File: config.mk
export PLATFORM = sky130hd
export DESIGN_NAME = rectangle128_stream_adapter
export DESIGN_NICKNAME = d
export VERILOG_FILES = /design/src/rtl/rectangle128_stream_adapter.sv
export SDC_FILE = /design/constraint.sdc
export NUM_CORES = 1
export LEC_CHECK = 0
export BUFFER_PORTS_ARGS = -buffer_cell sky130_fd_sc_hd__buf_4
export CAP_MARGIN = 20
export CORE_MARGIN = 10
export CORE_UTILIZATION = 54
export DETAILED_ROUTE_END_ITERATION = 6
export PLACE_DENSITY_LB_ADDON = 0.05
export SYNTH_ARGS = -nofsm -noshare
export SYNTH_HDL_FRONTEND = slang
export SYNTH_SLANG_ARGS = --single-unit
File: constraint.sdc
create_clock -name Clk -period 9.9 [get_ports Clk]
set_clock_uncertainty 0.2 [all_clocks]
set_input_delay 1.485 -clock Clk [delete_from_list [all_inputs] [get_ports Clk]]
set_output_delay 1.485 -clock Clk [all_outputs]
set_load 0.05 [all_outputs]
File: src/rtl/rectangle128_stream_adapter.sv
// rectangle128_stream_adapter
// Bridges a 32-bit valid/ready stream to the 64-bit RECTANGLE128 core
// interface. It packs two input words into one plaintext block, runs the
// core under a watchdog, and unpacks the 64-bit result into two output
// words. Only one block is in flight at any time.
module rectangle128_stream_adapter #(
    parameter int TIMEOUT_CYC = 1024,
    parameter int CNT_W       = 16
) (
    input  logic             Clk,
    input  logic             Rst,
    input  logic [31:0]      in_data,
    input  logic             in_valid,
    output logic             in_ready,
    input  logic             in_mode,
    output logic [31:0]      out_data,
    output logic             out_valid,
    input  logic             out_ready,
    output logic             core_enable,
    output logic             core_encrypt,
    output logic [63:0]      core_plaintext,
    input  logic [63:0]      core_ciphertext,
    input  logic             core_ready,
    output logic             busy,
    output logic             err_timeout,
    input  logic             err_clr,
    output logic [CNT_W-1:0] blk_count
);

    localparam int WD_W = (TIMEOUT_CYC > 2) ? $clog2(TIMEOUT_CYC) : 1;
    localparam logic [WD_W-1:0] WD_LAST = WD_W'(TIMEOUT_CYC - 1);

    typedef enum logic [2:0] {
        S_IDLE   = 3'd0,
        S_HALF   = 3'd1,
        S_RUN    = 3'd2,
        S_OUT_HI = 3'd3,
        S_OUT_LO = 3'd4
    } state_t;

    state_t          state_r;
    logic [31:0]     pt_hi_r;
    logic            mode_r;
    logic [63:0]     res_r;
    logic [WD_W-1:0] wdog_r;

    logic            capture_s;
    logic            timeout_s;

    // Decode RUN events; the first RUN cycle (wdog 0) ignores a possibly stale core_ready,
    // and a ready arriving on the last watchdog cycle beats the timeout.
    always_comb begin
        capture_s = 1'b0;
        timeout_s = 1'b0;
        if (state_r == S_RUN) begin
            capture_s = (wdog_r != '0) && core_ready;
            timeout_s = !capture_s && (wdog_r == WD_LAST);
        end else begin
            capture_s = 1'b0;
            timeout_s = 1'b0;
        end
    end

    // The input side accepts words only while collecting a block.
    assign in_ready = (state_r == S_IDLE) || (state_r == S_HALF);
    assign busy     = (state_r != S_IDLE);

    // Block sequencer: packing, core handshake with watchdog, and output unpacking.
    always_ff @(posedge Clk or posedge Rst) begin
        if (Rst) begin
            state_r        <= S_IDLE;
            pt_hi_r        <= 32'd0;
            mode_r         <= 1'b0;
            res_r          <= 64'd0;
            wdog_r         <= '0;
            out_data       <= 32'd0;
            out_valid      <= 1'b0;
            core_enable    <= 1'b0;
            core_encrypt   <= 1'b0;
            core_plaintext <= 64'd0;
            blk_count      <= '0;
        end else begin
            case (state_r)
                S_IDLE: begin
                    if (in_valid) begin
                        pt_hi_r <= in_data;
                        mode_r  <= in_mode;
                        state_r <= S_HALF;
                    end
                end
                S_HALF: begin
                    if (in_valid) begin
                        core_plaintext <= {pt_hi_r, in_data};
                        core_encrypt   <= mode_r;
                        core_enable    <= 1'b1;
                        wdog_r         <= '0;
                        state_r        <= S_RUN;
                    end
                end
                S_RUN: begin
                    if (capture_s) begin
                        res_r       <= core_ciphertext;
                        out_data    <= core_ciphertext[63:32];
                        out_valid   <= 1'b1;
                        core_enable <= 1'b0;
                        state_r     <= S_OUT_HI;
                    end else if (timeout_s) begin
                        core_enable <= 1'b0;
                        state_r     <= S_IDLE;
                    end else begin
                        wdog_r <= wdog_r + WD_W'(1);
                    end
                end
                S_OUT_HI: begin
                    if (out_ready) begin
                        out_data <= res_r[31:0];
                        state_r  <= S_OUT_LO;
                    end
                end
                S_OUT_LO: begin
                    if (out_ready) begin
                        out_valid <= 1'b0;
                        blk_count <= blk_count + CNT_W'(1);
                        state_r   <= S_IDLE;
                    end
                end
                default: begin
                    state_r     <= S_IDLE;
                    out_valid   <= 1'b0;
                    core_enable <= 1'b0;
                end
            endcase
        end
    end

    // Sticky timeout flag; a new timeout takes priority over a clear in the same cycle.
    always_ff @(posedge Clk or posedge Rst) begin
        if (Rst) begin
            err_timeout <= 1'b0;
        end else if (timeout_s) begin
            err_timeout <= 1'b1;
        end else if (err_clr) begin
            err_timeout <= 1'b0;
        end else begin
            err_timeout <= err_timeout;
        end
    end

endmodule

==> run_results.csv <==
group,metric,value,unit
timing,worst_slew_pin_slew,1.01,ns
layout,final_cell_mix,"buf_4, nand2_1, dfrtp_1",
floorplan,ios,221,
floorplan,fp.dieW,141,µm
drt,drc_errors,0,
floorplan,die_h,141,µm
synthesis,syn_area,7870,µm²
cts,postCtsResizedCells,0,
flow_run,maxCapViolCount,0,
timing,slew_violations,0,
synthesis,yosys_warnings,0,
timing,slew_headroom,32.3,%
synthesis,synth_xor_area_share,1.67,%
timing,rsz0062_at_grt,"false",
critical_path,cp.arrival,3.86,ns
timing,setup_slack,6.19,ns
drt,num_vias,5915,
timing,period_needed,3.71,ns
synthesis,synth-compound-area-share,5.19,%
drt,drtIter0Drc,299,
cts,cts_tree,"built",
floorplan,core.rowCount,44,
drt,wire_per_inst,18.0,µm
synthesis,synth_seq_cells,194,
synthesis,synth_cell_types,44,
placed_design,gp_congestion,0.824,
layout,fillers,1027,
global_routing,antenna_found_initial,0,
critical_path,timing.rr.start,"state_r[1]",
hold_path,min-delay-start,"pt_hi_r[24]",
layout,nets,1021,
drt,drt-pass1-iter-count,7,
drt,viasPerCell,5.32,
cts,clock_path_buffers,2,
placed_design,post-dp-hpwl,13800,µm
floorplan,initial_utilization,54.5,%
synthesis,synth-async-reset-ratio,100,%
critical_path,r2r_end,"wdog_r[9]",
timing,finalHoldViolations,0,
synthesis,synth-simple-area-share,15.2,%
cts,cts-hold-fix-buffers,0,
synthesis,avgSynthCellArea,11.1,µm²
layout,design_area,10300,µm²
placed_design,dp.cells,1079,
critical_path,cp-start-kind,"input port",
critical_path,required,10.05,ns
synthesis,synth_cells,708,
cts,htree_levels,4,
critical_path,rr_worst_depth,6,
synthesis,yosys.area.top_type,"dfrtp_1",
timing,finalSetupTns,0,ns
power,peakVddDrop,0.219,mV
hold_path,hold_path.class,"reg2reg",
placed_design,place_area,9670,µm²
drt,drt_wl_total,20000,µm
synthesis,synth_top_family_by_area,"simple AND/OR/NAND/NOR gates",
global_routing,grt_pass1_wl,32000,µm
layout,area_growth,31.1,%
cts,cts.reportedPaths.clkPinSlew,0.07,ns
timing,fmax,269,MHz
layout,drive_gt1_share,35.5,%
synthesis,synth_fa_ha_area_share,0.477,%
synthesis,synth_flop_cell,"dfrtp_1",
global_routing,grt_max_degree,120,
synthesis,synth_top_cell_area_share,61.7,%
layout,layout_commonest_cell,"buf_4",
layout,fin_util,71.5,%
power,power,3.86,mW
timing,hold_ws,0.266,ns
synthesis,ys_seq_area_share,61.7,%
cts,clock-sinks,194,
global_routing,grt.overflow.total,0,
layout,diodes,0,
cts,root_buffer,"clkbuf_16",
critical_path,end_kind,"register",
global_routing,grt_util_all_layers,20.0,%
hold_path,hold_end,"core_plaintext[56]",
cts,insertion_delay,0.43,ns
cts,cts_setup_buffers,0,
hold_path,hold_path_depth,2,
timing,post-route-period-util,37.5,%
floorplan,die_area,19800,µm²
global_routing,grt_pass1_vias,6205,
synthesis,synthMuxAreaShare,13.5,%
synthesis,synth_edf_count,0,
synthesis,synthTopCellsByArea,"dfrtp_1, nand2_1, mux2_2, mux2i_1, a21oi_1",
critical_path,r2r_setup_slack,6.76,ns
cts,numCtsBuffers,17,
power,power.density,374,nW/µm²
placed_design,place_ws,5.77,ns
power,leakagePower,5.35,nW
critical_path,crit_type,"in2reg",
placed_design,io_buffers,220,
timing,setup-violations-final,0,
layout,instances_no_fill,1112,
floorplan,core,14400,µm²
synthesis,syn_nets,814,
critical_path,path_max_fanout,73,
outcome,outcome,"complete, no violations",
drt,ant_nets,0,
[cells by family after synthesis]
kind of cell,count (synthesis)
XOR/XNOR,15
flip-flops,194
adder cells (fa/ha/maj),3
AND/OR/NAND/NOR,287
multiplexers,98
AO/OA/AOI/OAI,66
buffers and inverters,45
[state kept, by name (all words and copies together), names as in the netlist]
signal and flops:
core_plaintext 64, out_data 32, core_encrypt 1, res_r 32, blk_count 16, state_r 3
wdog_r 10, core_enable 1, mode_r 1, pt_hi_r 32, err_timeout 1, out_valid 1
[cell usage after synthesis, types with 2 or more instances]
library cell	n
or3_1	7
ha_1	3
a211oi_1	2
buf_2	6
nand2_1	206
nor2b_1	2
clkbuf_1	32
mux2_2	61
mux2i_1	32
xor2_1	4
inv_1	7
a21o_1	3
xnor2_1	11
dfrtp_1	194
nor2_1	39
mux2_1	5
nand3_1	10
and3_1	5
nand4_1	5
o21ai_0	8
and4_1	4
a21oi_1	40
[worst max-delay path, stage by stage]
cell,delay [ns]
buf_4,0.08
nor2b_1,0.31
and2_2,0.20
buf_4,0.59
o22ai_2,0.42
or4_1,0.57
a21oi_1,0.16
[power breakdown]
group | leakage, nW | switching (mW) | internal, mW
logic | 2.65 | 1.21 | 0.587
registers | 2.41 | 0.209 | 1.13
clock network | 0.303 | 0.315 | 0.406
[final cells by class]
type / count / area, µm² / share of cell area [%]
multi-input cells: 469 / 2860 / 27.7
clock buffers: 17 / 425 / 4.13
repair buffers: 226 / 1710 / 16.6
inverters: 7 / 33.8 / 0.328
flip-flops and latches: 194 / 4850 / 47.1
well taps: 184 / 230 / 2.23
clock inverters: 15 / 195 / 1.89
[worst max-delay path by stage]
stage	startpoint	to	slack [ns]	cells past startpoint
floorplan	Rst	blk_count[0]	2.93	1
global placement	in_valid	wdog_r[9]	5.89	7
detailed placement	in_valid	wdog_r[9]	5.77	7
CTS	in_valid	wdog_r[9]	6.24	7
global route	in_valid	wdog_r[9]	6.01	7
finish	in_valid	wdog_r[9]	6.19	7
[routing by layer]
metal / up-vias / global-route usage [%] / part of all wire [%] / wire length (µm)
met4: 0 / 7.61 / 2.6 / 523
met1: 2934 / 23.1 / 39 / 7870
met5: - / 0 / 0 / 0
met2: 166 / 32.5 / 50 / 9920
li1: 2779 / - / - / -
met3: 36 / 8.30 / 8.3 / 1650
(Power assumes the default switching activity.)
